**src/rtl/sync_event_tracker.sv**
```systemverilog
// sync_event_tracker: qualifies changes on a synchronized bus while the
// upstream stable flag is high. Accepted changes produce one-cycle rise/fall
// pulses, update sticky flags and a saturating event counter, then open a
// holdoff window during which the bus is ignored.
//
// Handshake: there is no valid/ready pair. din_stable acts as a qualifier, so
// din_sync is only sampled on cycles where din_stable=1. clear is a
// single-cycle request that takes effect on the next edge.
module sync_event_tracker #(
  parameter int WIDTH       = 1,
  parameter int HOLDOFF     = 4,
  parameter int COUNT_WIDTH = 16
) (
  input  logic                   clk,
  input  logic                   resetn,
  input  logic [WIDTH-1:0]       din_sync,
  input  logic                   din_stable,
  input  logic                   clear,
  output logic [WIDTH-1:0]       level,
  output logic [WIDTH-1:0]       rise,
  output logic [WIDTH-1:0]       fall,
  output logic [WIDTH-1:0]       sticky_rise,
  output logic [WIDTH-1:0]       sticky_fall,
  output logic [COUNT_WIDTH-1:0] event_count,
  output logic                   armed,
  output logic                   busy
);

  localparam int HW = (HOLDOFF > 1) ? $clog2(HOLDOFF) : 1;
  localparam logic [HW-1:0] HOLD_INIT = HW'((HOLDOFF > 0) ? HOLDOFF - 1 : 0);
  localparam logic [COUNT_WIDTH-1:0] COUNT_MAX = {COUNT_WIDTH{1'b1}};

  typedef enum logic [1:0] {
    ST_INIT    = 2'd0,
    ST_ARMED   = 2'd1,
    ST_HOLDOFF = 2'd2
  } state_t;

  state_t                 state_q, state_d;
  logic [HW-1:0]          hcnt_q, hcnt_d;
  logic [WIDTH-1:0]       level_q, level_d;
  logic [WIDTH-1:0]       rise_q, rise_d;
  logic [WIDTH-1:0]       fall_q, fall_d;
  logic [WIDTH-1:0]       srise_q, srise_d;
  logic [WIDTH-1:0]       sfall_q, sfall_d;
  logic [COUNT_WIDTH-1:0] count_q, count_d;
  logic                   armed_q, armed_d;
  logic                   busy_q, busy_d;
  logic                   accept;

  assign accept = din_stable && (din_sync != level_q);

  // Next-state logic: clear is applied first so a coincident event lands on
  // the freshly cleared count and sticky flags.
  always_comb begin
    state_d = state_q;
    hcnt_d  = hcnt_q;
    level_d = level_q;
    rise_d  = '0;
    fall_d  = '0;
    srise_d = srise_q;
    sfall_d = sfall_q;
    count_d = count_q;

    if (clear) begin
      count_d = '0;
      srise_d = '0;
      sfall_d = '0;
    end

    case (state_q)
      ST_INIT: begin
        // Initial capture: adopt the bus value silently.
        if (din_stable) begin
          level_d = din_sync;
          state_d = ST_ARMED;
        end
      end
      ST_ARMED: begin
        if (accept) begin
          level_d = din_sync;
          rise_d  = din_sync & ~level_q;
          fall_d  = ~din_sync & level_q;
          srise_d = srise_d | rise_d;
          sfall_d = sfall_d | fall_d;
          if (count_d != COUNT_MAX) count_d = count_d + 1'b1;
          if (HOLDOFF > 0) begin
            state_d = ST_HOLDOFF;
            hcnt_d  = HOLD_INIT;
          end
        end
      end
      ST_HOLDOFF: begin
        // Bus ignored; the last holdoff cycle is the one with hcnt_q==0.
        if (hcnt_q == '0) state_d = ST_ARMED;
        else              hcnt_d  = hcnt_q - HW'(1);
      end
      default: state_d = ST_INIT;
    endcase

    armed_d = (state_d == ST_ARMED);
    busy_d  = (state_d == ST_HOLDOFF);
  end

  // State and registered outputs, synchronous active-low reset.
  always_ff @(posedge clk) begin
    if (!resetn) begin
      state_q <= ST_INIT;
      hcnt_q  <= '0;
      level_q <= '0;
      rise_q  <= '0;
      fall_q  <= '0;
      srise_q <= '0;
      sfall_q <= '0;
      count_q <= '0;
      armed_q <= 1'b0;
      busy_q  <= 1'b0;
    end else begin
      state_q <= state_d;
      hcnt_q  <= hcnt_d;
      level_q <= level_d;
      rise_q  <= rise_d;
      fall_q  <= fall_d;
      srise_q <= srise_d;
      sfall_q <= sfall_d;
      count_q <= count_d;
      armed_q <= armed_d;
      busy_q  <= busy_d;
    end
  end

  assign level       = level_q;
  assign rise        = rise_q;
  assign fall        = fall_q;
  assign sticky_rise = srise_q;
  assign sticky_fall = sfall_q;
  assign event_count = count_q;
  assign armed       = armed_q;
  assign busy        = busy_q;

endmodule

```
**config.mk**
```make
export PLATFORM = sky130hd
export DESIGN_NAME = sync_event_tracker
export DESIGN_NICKNAME = d
export VERILOG_FILES = /design/src/rtl/sync_event_tracker.sv
export SDC_FILE = /design/constraint.sdc
export NUM_CORES = 1
export LEC_CHECK = 0
export ABC_CLOCK_PERIOD_IN_PS = 4470
export CAP_MARGIN = 20
export CORE_MARGIN = 2
export CORE_UTILIZATION = 51
export CTS_CLUSTER_DIAMETER = 150
export DETAILED_ROUTE_END_ITERATION = 10
export GPL_ROUTABILITY_DRIVEN = 0
export PLACE_DENSITY = 0.8
export SYNTH_ARGS = -nofsm -noshare
export SYNTH_HDL_FRONTEND = slang
export SYNTH_SLANG_ARGS = --single-unit
```
**constraint.sdc**
```tcl
create_clock -name clk -period 4.47 [get_ports clk]
set_clock_uncertainty 0.15 [all_clocks]
set_input_delay 0.894 -clock clk [delete_from_list [all_inputs] [get_ports clk]]
set_output_delay 0.894 -clock clk [all_outputs]
set_load 0.005 [all_outputs]
```
==> flow_metrics.env <==
export IMPL_timing_critical_path_buf_inv=2
export IMPL_cts_htree_levels=1
export IMPL_num_rows=18
export IMPL_start_util=0.545
export IMPL_syn_avg_cell_area_um2=9.08
export IMPL_synth_seq_cells=27
export IMPL_dpl_instance_area_um2=1650
export IMPL_critPathRequiredTime_ns=4.58
export IMPL_dp_hpwl_um=2310
export IMPL_critical_path_max_stage_delay_ns=0.50
export IMPL_use_met2=0.342
export IMPL_finalWorstSetupSlack_ns=1.59
export IMPL_crit_fanout=4
export IMPL_ant_nets=0
export IMPL_grt_pass1_wl_um=5350
export IMPL_grt_start_max_net_pins=17
export IMPL_synth_edf_count=0
export IMPL_min_period_over_period=0.645
export IMPL_synth_most_common_cell="dfxtp_1"
export IMPL_rsz0062_at_grt="no"
export IMPL_dp_cells=202
export IMPL_pwr_density_cell_nw_per_um2=235
export IMPL_yosysUniqueCellTypes=40
export IMPL_layout_drive_gt1_share=0.0625
export IMPL_grtUsageMet3=0.0372
export IMPL_ir_worst_vdd_uv=221
export IMPL_synthArstFlopShare=0
export IMPL_min_period_ns=2.88
export IMPL_crit_slowest_cell="clkdlybuf4s50_1"
export IMPL_clock_sinks=27
export IMPL_fin_area_um2=1670
export IMPL_holdWs_ns=0.328
export IMPL_tightest_slew_ns=0.605
export IMPL_worstReg2RegStart="level"
export IMPL_critPathLaunchType="primary input"
export IMPL_wire_per_inst_um=15.3
export IMPL_fillers=213
export IMPL_die_h_um=55.7
export IMPL_grt_remaining_overflow=0
export IMPL_drv_cap=0
export IMPL_cts_root_buf="clkbuf_4"
export IMPL_die_w_um=55.7
export IMPL_final_util=0.670
export IMPL_yosysSeqAreaShare=0.397
export IMPL_grt_use_met1=0.267
export IMPL_io_buffers=27
export IMPL_route_vias_total=1234
export IMPL_cts_resized=0
export IMPL_hold_start="sticky_rise"
export IMPL_netlist_area_leader_share=0.397
export IMPL_cp_end_kind="register"
export IMPL_area_delta_synth_final_pct=23.0
export IMPL_post_cts_buffers=0
export IMPL_clock_latency_ns=0.33
export IMPL_syn_inst=150
export IMPL_cts_hold_buffers=0
export IMPL_p_leak_nw=0.640
export IMPL_yosysTopAreaCell="dfxtp_1"
export IMPL_relSlewSlack=0.594
export IMPL_dieArea_um2=3100
export IMPL_cts_clk_slew_worst_paths_ns=0.15
export IMPL_synthTopCellsByCount="27 x dfxtp_1, 11 x nand2_1, 10 x a21oi_1, 10 x nor2_1, 8 x inv_1"
export IMPL_synth_flop_cell="dfxtp_1"
export IMPL_path_delay_family="simple AND/OR/NAND/NOR gates"
export IMPL_cts_made_buffers=3
export IMPL_drv_slew=0
export IMPL_crit_chain="clkdlybuf4s50_1, inv_1, ha_1, nand4bb_4, or3_4, a311oi_2, mux2i_1"
export IMPL_worstHoldPathType="reg2reg"
export IMPL_antenna_found_initial=0
export IMPL_routed_via_density=5.99
export IMPL_synthesis_nets=158
export IMPL_hold_viol=0
export IMPL_cp_startpoint="din_sync"
export IMPL_max_clock_freq_ghz=0.347
export IMPL_instances_no_fill=206
export IMPL_coreArea_um2=2500
export IMPL_cts_tree="yes"
export IMPL_antenna_cells=0
export IMPL_grt_pass1_vias=1191
export IMPL_cp_arrival_ns=2.99
export IMPL_outcome="finished, final reports clean"
export IMPL_yosys_top_cells_area="dfxtp_1 40%, a21oi_1 3.7%, mux2i_1 3.7%"
export IMPL_routed_wl_um=3160
export IMPL_place_ws_ns=1.25
export IMPL_track_usage=0.211
export IMPL_drt_iter0_drc=35
export IMPL_finalSetupViolations=0
export IMPL_total_power_mw=0.393
export IMPL_io_pins=28
export IMPL_path_class="in2reg"
export IMPL_drtPass1Iterations=5
export IMPL_clockBufferDepth=2
export IMPL_drc=0
export IMPL_yosys_warnings=0
export IMPL_final_nets=185
export IMPL_top_usage_layer="met2"
export IMPL_fin_tns_setup_ns=0
export IMPL_synth_area_um2=1360
==> worst reg2reg max path: cells and delay by family (launching register included) <==
kind | cells | cell delay, ns
AND/OR/NAND/NOR | 2 | 0.59
flip-flops | 1 | 0.37
AO/OA/AOI/OAI | 1 | 0.35
adder cells (fa/ha/maj) | 1 | 0.32
multiplexers | 1 | 0.26
==> worst paths after layout <==
kind / to / slack [ns] / cells past startpoint
max: event_count[13] / 1.59 / 7
min: sticky_rise / 0.33 / 1
max reg2reg: event_count[13] / 2.35 / 5
min reg2reg: sticky_rise / 0.33 / 1
==> registers in the layout, indices dropped and copies added (netlist names) <==
register,flops
state_q,2
rise,1
hcnt_q,2
busy,1
level,1
sticky_rise,1
sticky_fall,1
armed,1
fall,1
event_count,16
==> final cells by class <==
cell class	instances	area, um2	share of cell area
tap	30	37.5	0.0224
multi-input combinational	110	768	0.459
clock buffer	3	22.5	0.0135
sequential	27	541	0.323
inverter	8	30.0	0.0179
clock inverter	1	5.00	0.00299
timing repair buffer	27	270	0.161
==> cell usage in the layout, fill, tap and decap left out, types with 5 or more instances in the layout <==
cell / n
dfxtp_1: 27
clkdlybuf4s50_1: 27
nand2_1: 11
nor2_1: 10
a21oi_1: 10
inv_1: 8
and3_1: 5
and4_1: 5
nand3_1: 5
mux2i_1: 5
a31oi_1: 5
a21o_1: 5
==> routing by layer <==
layer | part of all wire | up-vias
met5 | 0 | -
met4 | 0.0079 | 0
met3 | 0.043 | 6
met2 | 0.51 | 32
met1 | 0.44 | 580
li1 | - | 616
==> logic make-up after synthesis <==
family                   Yosys count  share of synthesized area
AO/OA/AOI/OAI                     35                      0.177
adder cells (fa/ha/maj)            3                     0.0276
buffers and inverters             13                     0.0386
flip-flops                        27                      0.397
multiplexers                       5                     0.0368
AND/OR/NAND/NOR                   67                      0.323
==> where the power goes <==
part	switching, mW	internal, mW
combinational	0.0185	0.0180
clock	0.0732	0.0336
sequential	0.00451	0.246
Note: power is estimated with default switching activity, not from simulation.
